==> config.mk <==
export PLATFORM = sky130hd
export DESIGN_NAME = dplca_node_ctrl
export DESIGN_NICKNAME = d
export VERILOG_FILES = /design/src/rtl/dplca_pkg.sv /design/src/rtl/dplca_claim_scan.sv /design/src/rtl/dplca_node_ctrl.sv
export SDC_FILE = /design/constraint.sdc
export NUM_CORES = 1
export LEC_CHECK = 0
export BUFFER_PORTS_ARGS = -buffer_cell sky130_fd_sc_hd__buf_2
export CAP_MARGIN = 15
export CORE_MARGIN = 2
export CORE_UTILIZATION = 25
export DETAILED_ROUTE_END_ITERATION = 8
export GPL_ROUTABILITY_DRIVEN = 0
export PLACE_DENSITY_LB_ADDON = 0.12
export SETUP_SLACK_MARGIN = 0.3
export SYNTH_ARGS = -nofsm -noshare
export SYNTH_HDL_FRONTEND = slang
export SYNTH_HIERARCHICAL = 1
export SYNTH_SLANG_ARGS = --single-unit
==> constraint.sdc <==
create_clock -name clk -period 6.39 [get_ports clk]
set_input_delay 0.9585 -clock clk [delete_from_list [all_inputs] [get_ports clk]]
set_output_delay 0.9585 -clock clk [all_outputs]
set_load 0.01 [all_outputs]
==> src/rtl/dplca_pkg.sv <==
`default_nettype none
// ============================================================================
// Module      : dplca_pkg
// Description : Shared constants for the D-PLCA node controller: FSM state
//               codes, PLCA command encodings and PLCA status encodings.
// Revision    : 1.0 - initial release
// ============================================================================
package dplca_pkg;

    // ------------------------------------------------------------------------
    // FSM state codes (4-bit; codes 10..15 are illegal and recover to DISABLED)
    // ------------------------------------------------------------------------
    typedef logic [3:0] dplca_state_t;

    localparam dplca_state_t ST_DISABLED            = 4'd0;
    localparam dplca_state_t ST_WAIT_BEACON         = 4'd1;
    localparam dplca_state_t ST_COORDINATOR         = 4'd2;
    localparam dplca_state_t ST_REDUCE_NODE_COUNT   = 4'd3;
    localparam dplca_state_t ST_LOOPBACK_TX         = 4'd4;
    localparam dplca_state_t ST_LOOPBACK_RX         = 4'd5;
    localparam dplca_state_t ST_LEARNING            = 4'd6;
    localparam dplca_state_t ST_INCREASE_NODE_COUNT = 4'd7;
    localparam dplca_state_t ST_FOLLOWER            = 4'd8;
    localparam dplca_state_t ST_RANDOM_WAIT         = 4'd9;

    // ------------------------------------------------------------------------
    // PLCA command encodings carried on rx_cmd / tx_cmd
    // ------------------------------------------------------------------------
    typedef logic [1:0] plca_cmd_t;

    localparam plca_cmd_t CMD_BEACON = 2'b00;
    localparam plca_cmd_t CMD_COMMIT = 2'b01;
    localparam plca_cmd_t CMD_NONE   = 2'b10;

    // ------------------------------------------------------------------------
    // PLCA status encodings
    // ------------------------------------------------------------------------
    localparam logic STATUS_OK   = 1'b1;
    localparam logic STATUS_FAIL = 1'b0;

    // Next state of the 16-bit Fibonacci LFSR, taps 16,14,13,11 (shift left,
    // feedback enters at bit 0).
    function automatic logic [15:0] lfsr16_next(input logic [15:0] cur);
        logic fb;
        fb = cur[15] ^ cur[13] ^ cur[12] ^ cur[10];
        return {cur[14:0], fb};
    endfunction

endpackage : dplca_pkg
`default_nettype wire

==> src/rtl/dplca_claim_scan.sv <==
`default_nettype none
// ============================================================================
// Module      : dplca_claim_scan
// Description : Combinational priority encoders over the TXOP claim table.
//               max_claim : highest set index in claim_table (0 if empty).
//               pick_free : lowest clear index in 1..node_count-1, or
//                           2**NODE_W-2 when every index in that range is
//                           claimed.
// Ports       : claim_table [2**NODE_W-1:0] in  - bit i set = TXOP i claimed
//               node_count  [NODE_W-1:0]    in  - current node count
//               max_claim   [NODE_W-1:0]    out - highest claimed index
//               pick_free   [NODE_W-1:0]    out - lowest free ID candidate
// Revision    : 1.0 - initial release
// ============================================================================
module dplca_claim_scan #(
    parameter int NODE_W = 8
) (
    input  logic [2**NODE_W-1:0] claim_table,
    input  logic [NODE_W-1:0]    node_count,
    output logic [NODE_W-1:0]    max_claim,
    output logic [NODE_W-1:0]    pick_free
);

    localparam int                c_table_size    = 2**NODE_W;
    localparam logic [NODE_W-1:0] c_unassigned_id = NODE_W'(2**NODE_W - 2);

    logic w_found;

    // Highest set bit: ascending scan, later hits overwrite earlier ones.
    always_comb begin
        max_claim = '0;
        for (int i = 0; i < c_table_size; i++) begin
            if (claim_table[i]) begin
                max_claim = NODE_W'(i);
            end
        end
    end

    // Lowest clear bit in 1..node_count-1. ID 0 is reserved for the
    // coordinator and therefore never offered.
    always_comb begin
        pick_free = c_unassigned_id;
        w_found   = 1'b0;
        for (int i = 1; i < c_table_size; i++) begin
            if (!w_found && (i < int'(node_count)) && !claim_table[i]) begin
                pick_free = NODE_W'(i);
                w_found   = 1'b1;
            end
        end
    end

endmodule : dplca_claim_scan
`default_nettype wire

==> src/rtl/dplca_node_ctrl.sv <==
`default_nettype none
// ============================================================================
// Module      : dplca_node_ctrl
// Description : D-PLCA node controller. Decides whether this node acts as
//               PLCA coordinator or follower, learns a free node ID from the
//               TXOP claim table, and adapts plca_node_count while
//               coordinating.
// Ports       : clk                      in  - sole clock
//               plca_reset               in  - synchronous active-high reset
//               dplca_en, plca_en        in  - enables (both needed)
//               wait_beacon_timer_done   in  - external timer expired
//               coordinator_role_allowed in  - node may become coordinator
//               plca_status              in  - OK=1, FAIL=0
//               rx_cmd, tx_cmd           in  - BEACON=00, COMMIT=01, NONE=10
//               dplca_txop_table_upd     in  - claim-table update strobe
//               dplca_new_age            in  - new aging cycle
//               dplca_txop_id            in  - received TXOP ID
//               dplca_txop_node_count    in  - received TXOP node count
//               txop_claim_table         in  - bit i set = TXOP i claimed
//               wait_beacon_timer_start  out - one-cycle timer start pulse
//               dplca_aging              out - aging enable
//               local_nodeID             out - current local node ID
//               plca_node_count          out - current node count
//               mod_state                out - FSM state code
// Revision    : 1.0 - initial release
// ============================================================================
module dplca_node_ctrl #(
    parameter int          NODE_W         = 8,
    parameter int          MIN_NODE_COUNT = 8,
    parameter int          MAX_NODE_COUNT = 2**NODE_W - 1,
    parameter int          RAND_W         = 4,
    parameter logic [15:0] LFSR_SEED      = 16'hACE1
) (
    input  logic                 clk,
    input  logic                 plca_reset,
    input  logic                 dplca_en,
    input  logic                 plca_en,
    input  logic                 wait_beacon_timer_done,
    input  logic                 coordinator_role_allowed,
    input  logic                 plca_status,
    input  logic [1:0]           rx_cmd,
    input  logic [1:0]           tx_cmd,
    input  logic                 dplca_txop_table_upd,
    input  logic                 dplca_new_age,
    input  logic [NODE_W-1:0]    dplca_txop_id,
    input  logic [NODE_W-1:0]    dplca_txop_node_count,
    input  logic [2**NODE_W-1:0] txop_claim_table,
    output logic                 wait_beacon_timer_start,
    output logic                 dplca_aging,
    output logic [NODE_W-1:0]    local_nodeID,
    output logic [NODE_W-1:0]    plca_node_count,
    output logic [3:0]           mod_state
);

    import dplca_pkg::*;

    localparam logic [NODE_W-1:0] c_unassigned_id = NODE_W'(2**NODE_W - 2);
    localparam logic [NODE_W-1:0] c_min_count     = NODE_W'(MIN_NODE_COUNT);
    localparam logic [NODE_W-1:0] c_max_count     = NODE_W'(MAX_NODE_COUNT);
    localparam logic [NODE_W:0]   c_min_count_ext = {1'b0, c_min_count};
    localparam logic [NODE_W:0]   c_max_count_ext = {1'b0, c_max_count};

    // ------------------------------------------------------------------------
    // Registers and combinational nets
    // ------------------------------------------------------------------------
    dplca_state_t        r_state;
    dplca_state_t        w_next_state;
    logic                w_reenter;
    logic                w_enter;
    logic                r_entry_pending;

    logic [15:0]         r_lfsr;
    logic [RAND_W-1:0]   r_rand_cnt;
    logic [RAND_W-1:0]   w_rand_cnt_nxt;

    logic                r_timer_start;
    logic                w_timer_start_nxt;
    logic                r_aging;
    logic                w_aging_nxt;
    logic [NODE_W-1:0]   r_local_id;
    logic [NODE_W-1:0]   w_local_id_nxt;
    logic [NODE_W-1:0]   r_node_count;
    logic [NODE_W-1:0]   w_node_count_nxt;

    logic [NODE_W-1:0]   w_max_claim;
    logic [NODE_W-1:0]   w_pick_free;
    logic [NODE_W-1:0]   w_last_idx;
    logic [NODE_W:0]     w_reduce_ext;
    logic [NODE_W-1:0]   w_reduce_count;

    logic                w_global_disable;
    logic                w_status_ok;
    logic                w_rx_beacon;
    logic                w_tx_beacon;
    logic                w_claim0;
    logic                w_claim_last;
    logic                w_claim_local;
    logic                w_age_update;

    // ------------------------------------------------------------------------
    // Claim-table priority encoders
    // ------------------------------------------------------------------------
    dplca_claim_scan #(
        .NODE_W      (NODE_W)
    ) u_claim_scan (
        .claim_table (txop_claim_table),
        .node_count  (r_node_count),
        .max_claim   (w_max_claim),
        .pick_free   (w_pick_free)
    );

    // ------------------------------------------------------------------------
    // Decoded conditions
    // ------------------------------------------------------------------------
    assign w_global_disable = !dplca_en || !plca_en;
    assign w_status_ok      = (plca_status == STATUS_OK);
    assign w_rx_beacon      = (rx_cmd == CMD_BEACON);
    assign w_tx_beacon      = (tx_cmd == CMD_BEACON);
    assign w_last_idx       = r_node_count - NODE_W'(1);
    assign w_claim0         = txop_claim_table[0];
    assign w_claim_last     = txop_claim_table[w_last_idx];
    assign w_claim_local    = txop_claim_table[r_local_id];
    assign w_age_update     = dplca_txop_table_upd && dplca_new_age;

    // Shrink target: two above the highest claimed ID, never below the floor
    // and never above the ceiling. One extra bit keeps max_claim+2 exact.
    assign w_reduce_ext = {1'b0, w_max_claim} + (NODE_W+1)'(2);

    always_comb begin
        if (w_reduce_ext < c_min_count_ext) begin
            w_reduce_count = c_min_count;
        end else if (w_reduce_ext > c_max_count_ext) begin
            w_reduce_count = c_max_count;
        end else begin
            w_reduce_count = w_reduce_ext[NODE_W-1:0];
        end
    end

    // ------------------------------------------------------------------------
    // State register plus registered entry actions and LFSR
    // ------------------------------------------------------------------------
    always_ff @(posedge clk) begin
        if (plca_reset) begin
            r_state         <= ST_DISABLED;
            r_entry_pending <= 1'b1;
            r_lfsr          <= LFSR_SEED;
            r_rand_cnt      <= '0;
            r_timer_start   <= 1'b0;
            r_aging         <= 1'b0;
            r_local_id      <= c_unassigned_id;
            r_node_count    <= c_min_count;
        end else begin
            r_state         <= w_next_state;
            r_entry_pending <= 1'b0;
            r_lfsr          <= lfsr16_next(r_lfsr);
            r_rand_cnt      <= w_rand_cnt_nxt;
            r_timer_start   <= w_timer_start_nxt;
            r_aging         <= w_aging_nxt;
            r_local_id      <= w_local_id_nxt;
            r_node_count    <= w_node_count_nxt;
        end
    end

    // ------------------------------------------------------------------------
    // Next-state logic
    // ------------------------------------------------------------------------
    // The global disable re-enters DISABLED every cycle it is active, so the
    // timer-start pulse keeps being re-issued until the node is enabled; the
    // last pulse therefore lines up with the move to WAIT_BEACON. Reset parks
    // the FSM in DISABLED without its entry action; r_entry_pending makes the
    // first clock out of reset perform that entry.
    always_comb begin
        w_next_state = r_state;
        w_reenter    = 1'b0;
        if (w_global_disable) begin
            w_next_state = ST_DISABLED;
            w_reenter    = 1'b1;
        end else begin
            case (r_state)
                ST_DISABLED: begin
                    if (r_entry_pending) begin
                        w_reenter = 1'b1;
                    end else begin
                        w_next_state = ST_WAIT_BEACON;
                    end
                end
                ST_WAIT_BEACON: begin
                    if (w_status_ok) begin
                        w_next_state = ST_LEARNING;
                    end else if (wait_beacon_timer_done && coordinator_role_allowed) begin
                        w_next_state = ST_RANDOM_WAIT;
                    end else if (wait_beacon_timer_done) begin
                        w_next_state = ST_DISABLED;
                    end
                end
                ST_RANDOM_WAIT: begin
                    if (w_status_ok || w_rx_beacon) begin
                        w_next_state = ST_LEARNING;
                    end else if (r_rand_cnt == '0) begin
                        w_next_state = ST_COORDINATOR;
                    end
                end
                ST_COORDINATOR: begin
                    if ((dplca_txop_table_upd && w_claim0) || w_rx_beacon) begin
                        w_next_state = ST_LEARNING;
                    end else if (w_age_update && !w_claim0 && w_claim_last &&
                                 (r_node_count < c_max_count)) begin
                        w_next_state = ST_INCREASE_NODE_COUNT;
                    end else if (w_age_update && !w_claim0 && !w_claim_last &&
                                 (r_node_count > c_min_count)) begin
                        w_next_state = ST_REDUCE_NODE_COUNT;
                    end else if (w_tx_beacon) begin
                        w_next_state = ST_LOOPBACK_TX;
                    end
                end
                ST_REDUCE_NODE_COUNT, ST_INCREASE_NODE_COUNT: begin
                    if (!dplca_new_age) begin
                        w_next_state = ST_COORDINATOR;
                    end
                end
                ST_LOOPBACK_TX: begin
                    if (w_rx_beacon) begin
                        w_next_state = ST_LOOPBACK_RX;
                    end
                end
                ST_LOOPBACK_RX: begin
                    if (!w_rx_beacon) begin
                        w_next_state = ST_COORDINATOR;
                    end
                end
                ST_LEARNING: begin
                    if (!w_status_ok) begin
                        w_next_state = ST_DISABLED;
                    end else if (w_age_update) begin
                        w_next_state = ST_FOLLOWER;
                    end
                end
                ST_FOLLOWER: begin
                    if (!w_status_ok) begin
                        w_next_state = ST_DISABLED;
                    end else if (dplca_txop_table_upd &&
                                 (w_claim_local ||
                                  ((dplca_txop_id == '0) && (dplca_txop_node_count <= r_local_id)) ||
                                  (dplca_new_age && (r_local_id > w_max_claim)))) begin
                        // Our ID collides or has aged out: pick a new one.
                        w_reenter = 1'b1;
                    end
                end
                default: begin
                    w_next_state = ST_DISABLED;
                end
            endcase
        end
    end

    // ------------------------------------------------------------------------
    // Entry actions, applied on the transition edge
    // ------------------------------------------------------------------------
    assign w_enter = (w_next_state != r_state) || w_reenter;

    always_comb begin
        w_timer_start_nxt = 1'b0;
        w_aging_nxt       = r_aging;
        w_local_id_nxt    = r_local_id;
        w_node_count_nxt  = r_node_count;
        w_rand_cnt_nxt    = r_rand_cnt;
        if (w_enter) begin
            case (w_next_state)
                ST_DISABLED: begin
                    w_timer_start_nxt = 1'b1;
                    w_aging_nxt       = 1'b0;
                end
                ST_WAIT_BEACON: begin
                    w_local_id_nxt   = c_unassigned_id;
                    w_node_count_nxt = c_min_count;
                end
                ST_RANDOM_WAIT: begin
                    w_rand_cnt_nxt = r_lfsr[RAND_W-1:0];
                end
                ST_COORDINATOR: begin
                    w_local_id_nxt = '0;
                    w_aging_nxt    = 1'b1;
                end
                ST_REDUCE_NODE_COUNT: begin
                    w_node_count_nxt = w_reduce_count;
                end
                ST_INCREASE_NODE_COUNT: begin
                    w_node_count_nxt = r_node_count + NODE_W'(1);
                end
                ST_LEARNING: begin
                    w_local_id_nxt = c_unassigned_id;
                    w_aging_nxt    = 1'b1;
                end
                ST_FOLLOWER: begin
                    w_local_id_nxt = w_pick_free;
                end
                default: begin
                end
            endcase
        end else if (r_state == ST_RANDOM_WAIT) begin
            // Staying in RANDOM_WAIT implies the count is non-zero.
            w_rand_cnt_nxt = r_rand_cnt - RAND_W'(1);
        end
    end

    // ------------------------------------------------------------------------
    // Outputs
    // ------------------------------------------------------------------------
    assign wait_beacon_timer_start = r_timer_start;
    assign dplca_aging             = r_aging;
    assign local_nodeID            = r_local_id;
    assign plca_node_count         = r_node_count;
    assign mod_state               = r_state;

endmodule : dplca_node_ctrl
`default_nettype wire

## Word level (Yosys, flattened, before mapping)

Cells that the tools add are included.

| operators by class | value |
|---|---|
| bitwise operators | 4 |
| add/subtract/negate cells | 4 |
| equality and inequality tests | 18 |
| mux-type cells | 799 |
| magnitude comparators | 262 |
| reductions and logical operators | 1053 |

Operator list:

| operator | count |
|---|---|
| $mux W8 | 510 |
| $lt A8 B8 Y1 const A | 127 |
| $logic_and A1 B1 Y1 | 518 |
| $lt A7 B8 Y1 const A | 64 |
| $logic_not A1 Y1 | 511 |
| $mux W1 | 262 |
| $lt A6 B8 Y1 const A | 32 |
| $lt A5 B8 Y1 const A | 16 |
| $mux W4 | 20 |
| $lt A4 B8 Y1 const A | 8 |
| $pmux W8 S3 | 2 |
| $pmux W4 S9 | 1 |
| $lt A3 B8 Y1 const A | 4 |
| $eq A4 B3 Y1 const B | 6 |
| $lt A8 B9 Y1 const B | 2 |
| $bmux W1 S8 | 2 |
| $eq A4 B2 Y1 const B | 4 |
| $eq A4 B4 Y1 const B | 4 |
| $lt A2 B8 Y1 const A | 2 |
| $logic_not A4 Y1 | 3 |
| $add A8 B2 Y9 const B | 1 |
| $gt A9 B8 Y1 const B | 1 |
| $lt A9 B4 Y1 const B | 1 |
| $add A8 B1 Y8 const B | 1 |
| other kinds (20) | 38 |

| storage, ports and cells | value |
|---|---|
| output and inout port bits | 22 |
| logic and storage cells | 2148 |
| register bits after elaboration | 43 |

## Depth between registers and ports, before layout

| depth | value |
|---|---|
| word-level depth | 1016 |
| gate-level depth with buffers | 26 |

## By module

The synthesis kept the hierarchy.

By module, submodules not included:

| module | instances | area an instance (um^2) | cells an instance | seq. area each (um^2) |
|---|---|---|---|---|
| dplca_claim_scan | 1 | 9949.5 | 1730 | 0.0 |
| dplca_node_ctrl | 1 | 7518.5 | 719 | 860.8 |

## Least setup slack after synthesis

OpenSTA, ideal clock, no wires.

| path | value |
|---|---|
| path type | input port to flip-flop |
| start point | in txop_claim_table[9] |
| end point | reg r_rand_cnt[2] |
| stages on the path | 24 |
| path buffers | 0 |
| data arrival time | 5.303 ns |
| slack | 1.002 ns |
| path through | or4_1 -> a21oi_1 -> o21ai_0 -> a21oi_1 -> o21ai_0 -> a31o_2 -> a211oi_1 -> nor4b_1 -> o21ai_0 -> a21oi_1 -> o31ai_1 -> inv_1 -> ha_1 -> o21a_1 -> o21ai_0 -> a21oi_1 -> o221ai_1 -> and3_1 -> o311ai_0 -> nor3_1 -> o31ai_1 -> a2111oi_2 -> mux2_2 -> a211oi_1 |

| on the way | value |
|---|---|
| word-level cells in the longest chain between the ends | 258 |
| elaborated cells on any way between the ends | 277 |
| those cells by class | order compare: 1; eq/ne: 3; mux: 261; reduce/logical: 12 |

RTL lines:

| item | RTL line | source |
|---|---|---|
| from (decl) | dplca_node_ctrl.sv:47 | `input logic [2**NODE_W-1:0] txop_claim_table,` |
| $mux W8 * (247 in a row) | dplca_claim_scan.sv:33 | `if (claim_table[i]) begin` |
| named net w_max_claim[2] | dplca_node_ctrl.sv:85 | `logic [NODE_W-1:0] w_max_claim;` |
| $gt A8 B8 Y1 * | dplca_node_ctrl.sv:244 | `(dplca_new_age && (r_local_id > w_max_claim)))) begin` |
| $logic_and A1 B1 Y1 * | dplca_node_ctrl.sv:244 |  |
| $logic_or A1 B1 Y1 * | dplca_node_ctrl.sv:243 | `((dplca_txop_id == '0) && (dplca_txop_node_count <= r_local_id)) \|\|` |
| $logic_and A1 B1 Y1 * | dplca_node_ctrl.sv:241 | `end else if (dplca_txop_table_upd &&` |
| $mux W1 * | dplca_node_ctrl.sv:241 |  |
| $mux W1 * | dplca_node_ctrl.sv:239 | `if (!w_status_ok) begin` |
| $pmux W1 S2 * | dplca_node_ctrl.sv:179 | `case (r_state)` |
| $mux W1 * | dplca_node_ctrl.sv:175 | `if (w_global_disable) begin` |
| $logic_or A1 B1 Y1 * | dplca_node_ctrl.sv:259 | `assign w_enter = (w_next_state != r_state) \|\| w_reenter;` |
| $ne A2 B1 Y1 (no source line) or $reduce_bool A2 Y1 (tied branches) | - |  |
| $reduce_and A2 Y1 (no source line) | - |  |
| to (signal assigned) | dplca_node_ctrl.sv:156 | `r_rand_cnt <= w_rand_cnt_nxt;` |
| to (decl) | dplca_node_ctrl.sv:73 | `logic [RAND_W-1:0] r_rand_cnt;` |

Mark *: on every way through the listed nets, which the timed path passes. The rest lies on a longest branch. The select of a mux whose other input is x is not followed.
A chain may end at the register's enable or synchronous reset.

==> results.tsv <==
metric	value	unit
synth.net_count	2755	
cts_buffer_depth	2	
status	finished, final reports clean	
worstPathRequired	6.55	ns
min_period	6.06	ns
hold_path.class	reg -> reg	
dp.cells	3722	
syn_area	17500	um2
grt_pass1_wl	172	mm
drive_gt1_frac	0.273	
dr.pass1.iters	8	
stdcell_count	3739	
grt_use_met2	0.488	
ys_ff_latch	43	
fillers	7589	
busiest_layer	met2	
core	68800	um2
area_delta_synth_final	22.2	%
criticalPathCategory	reg -> reg	
totalWireLength	123	mm
crit_arrival	6.22	ns
critPathLaunchType	register	
maxSlewHeadroom	0.142	
syn_inst	2449	
gr-usage-met3	0.0866	
clock.fmax	165	MHz
power_density	150	nW/um2
rows	96	
p_sw	1.80	mW
worstSkewPairLatency	0.28	ns
fin_ws	0.329	ns
switching_share	0.561	
final-setup-viol-count	0	
rsz0062_at_grt	true	
initialDrtViolationCount	4472	
drtAntennaViolNets	0	
synth.yosys.seq_area_share	0.0493	
io_buffers	306	
layout_common_cells	308 x buf_2, 278 x nor2_1, 240 x a21oi_1, 202 x nand2_1, 176 x buf_4	
avgViaCountPerCell	6.79	
grt_max_degree	57	
post-route-drc-count	0	
async_reset_ff_frac	0	
design_area	21400	um2
cell_internal_pwr	1.41	mW
grt_usage	0.327	
routed-via-count	25400	
drt-wirelength-per-cell	33.0	um
pwr-share-comb	0.800	
ir_worst_vdd	0.118	mV
start_util	0.254	
cts_made_buffers	5	
cts_sinks	43	
p_leak	7.88	nW
seqPwrFrac	0.124	
synth_edf_count	0	
syn_area_per_cell	7.13	um2
pre_cts_ws	-0.368	ns
io_pins	307	
die_h	268	um
fin_crit_sh	0.949	
worst_pin_slew	1.29	ns
synth_flop_cell	dfxtp_1	
ctsHoldBuffers	0	
die_w	268	um
clockRootBuffer	clkbuf_16	
use_met1	0.438	
place_area	21000	um2
clkPwrFrac	0.076	
dp_hpwl	97.7	mm
final.setup_skew	0.00581	ns
finalHoldViolCount	0	
layout.nets	3110	
grt_remaining_overflow	0	
finalMaxSlewViolations	0	
antenna_found_initial	9	
worstPathMaxFanout	24	
layout_commonest_cell	buf_2	
die_area	72000	um2
max-cap-violations	0	
clkTransAtPathRegs	0.06	ns
power	3.21	mW
synth_cell_types	112	
grt_pass1_vias	23300	
cp-end-kind	register	
cts_tree	built	
ctsHtreeMaxLevel	2	
final.setup.tns	0	ns
yosys_warnings	6	
-- flip-flops by register name, indices dropped and copies added (netlist names) --
register and flops:
r_lfsr 16, r_entry_pending 1, local_nodeID 8, plca_node_count 8, mod_state 4, r_rand_cnt 4
wait_beacon_timer_start 1, dplca_aging 1
-- through the flow --
stage	hold slack (ns)	util
after detailed placement	0.400	0.305
final	0.410	0.310
after floorplan	0.389	-
after CTS	0.414	0.307
after global routing	0.426	0.310
after global placement	0.396	0.305
-- what timing repair did --
item,in CTS,in global routing
gates cloned,1,0
endpoints found under the hold margin,0,0
pin swaps,5,18
buffers inserted,2,2
resized for setup,5,41
setup endpoints to repair,21,21
-- routing by layer --
layer / up-vias / part of all wire
li1: 10500 / -
met1: 12400 / 0.39
met2: 2013 / 0.42
met3: 420 / 0.13
met4: 10 / 0.058
met5: - / 0.00083
-- path summary, 6_finish.rpt --
kind	from	to	slack, ns	cells after the start
hold reg to reg	r_lfsr[4]	r_lfsr[5]	0.41	1
setup reg to reg	plca_node_count[1]	local_nodeID[3]	0.33	13
hold / removal	r_lfsr[4]	r_lfsr[5]	0.41	1
setup / recovery	plca_node_count[1]	local_nodeID[3]	0.33	13
-- power groups by stage --
| stage | Sequential (mW) | Clock [mW] | Combinational, mW |
|---|---|---|---|
| 5_1_grt | 0.407 | 0.258 | 2.64 |
| 4_1_cts | 0.399 | 0.249 | 2.46 |
| 3_5_place_dp | 0.404 | 0 | 2.45 |
| 6_report | 0.399 | 0.245 | 2.57 |
| 2_1_floorplan | 0.325 | 0 | 1.42 |
| 3_3_place_gp | 0.402 | 0 | 2.45 |
-- critical path, stage by stage, from the launching register on --
cell       delay (ns)
dfxtp_2          0.51
o31ai_4          0.97
a21oi_1          0.23
nor4_1           0.70
nand4_1          0.42
or3_1            0.56
or4_1            0.73
o311ai_0         0.97
a311oi_1         0.12
nand4bb_1        0.19
nor4b_1          0.09
buf_4            0.19
a21boi_0         0.15
mux2i_1          0.09
-- cells in the mapped netlist, types with 10 or more instances --
library cell	count	share of area
o31ai_1	36	0.015
clkbuf_1	51	0.011
o21ai_0	147	0.042
nand2b_1	23	0.0082
mux2i_1	45	0.026
nand4_1	50	0.018
inv_1	103	0.022
dfxtp_1	43	0.049
o2111ai_1	17	0.0085
o211ai_1	22	0.0095
or3_1	22	0.0079
nor4b_1	10	0.0050
a211o_1	21	0.011
nand3_1	83	0.024
o21a_1	16	0.0069
and3_1	25	0.0090
ha_1	21	0.015
or4_1	18	0.0077
nor3_1	95	0.027
a211oi_1	72	0.031
mux4_2	134	0.17
a311oi_1	16	0.0080
nor4_1	93	0.033
o41ai_1	13	0.0065
a2111oi_0	14	0.0070
a31oi_1	48	0.017
o32ai_1	12	0.0060
xnor2_1	11	0.0055
a21boi_0	15	0.0064
o311ai_0	10	0.0050
a32o_1	11	0.0063
buf_2	63	0.018
nand2_1	204	0.044
or2_2	15	0.0054
a21oi_1	243	0.070
nor2b_1	33	0.012
o22ai_1	35	0.013
a21o_1	23	0.0099
and2_1	18	0.0064
nor2_1	282	0.061
buf_4	11	0.0047
-- kinds of logic after synthesis --
logic type	synth area share
AND/OR/NAND/NOR	0.311
XOR/XNOR	0.0129
AO/OA/AOI/OAI	0.339
multiplexers	0.209
flip-flops	0.0493
buffers and inverters	0.0647
adder cells (fa/ha/maj)	0.0150
-- area by class of cell --
class	instances	area, um2	area share
Clock inverter	3	15.0	0.000703
Tap cell	931	1160	0.0546
Sequential cell	43	881	0.0413
Antenna cell	3	7.51	0.000352
Timing Repair Buffer	491	3000	0.141
Multi-Input combinational cell	2155	15800	0.738
Clock buffer	5	125	0.00586
Inverter	108	405	0.0190
No activity file was read; power rests on OpenSTA's default activity.
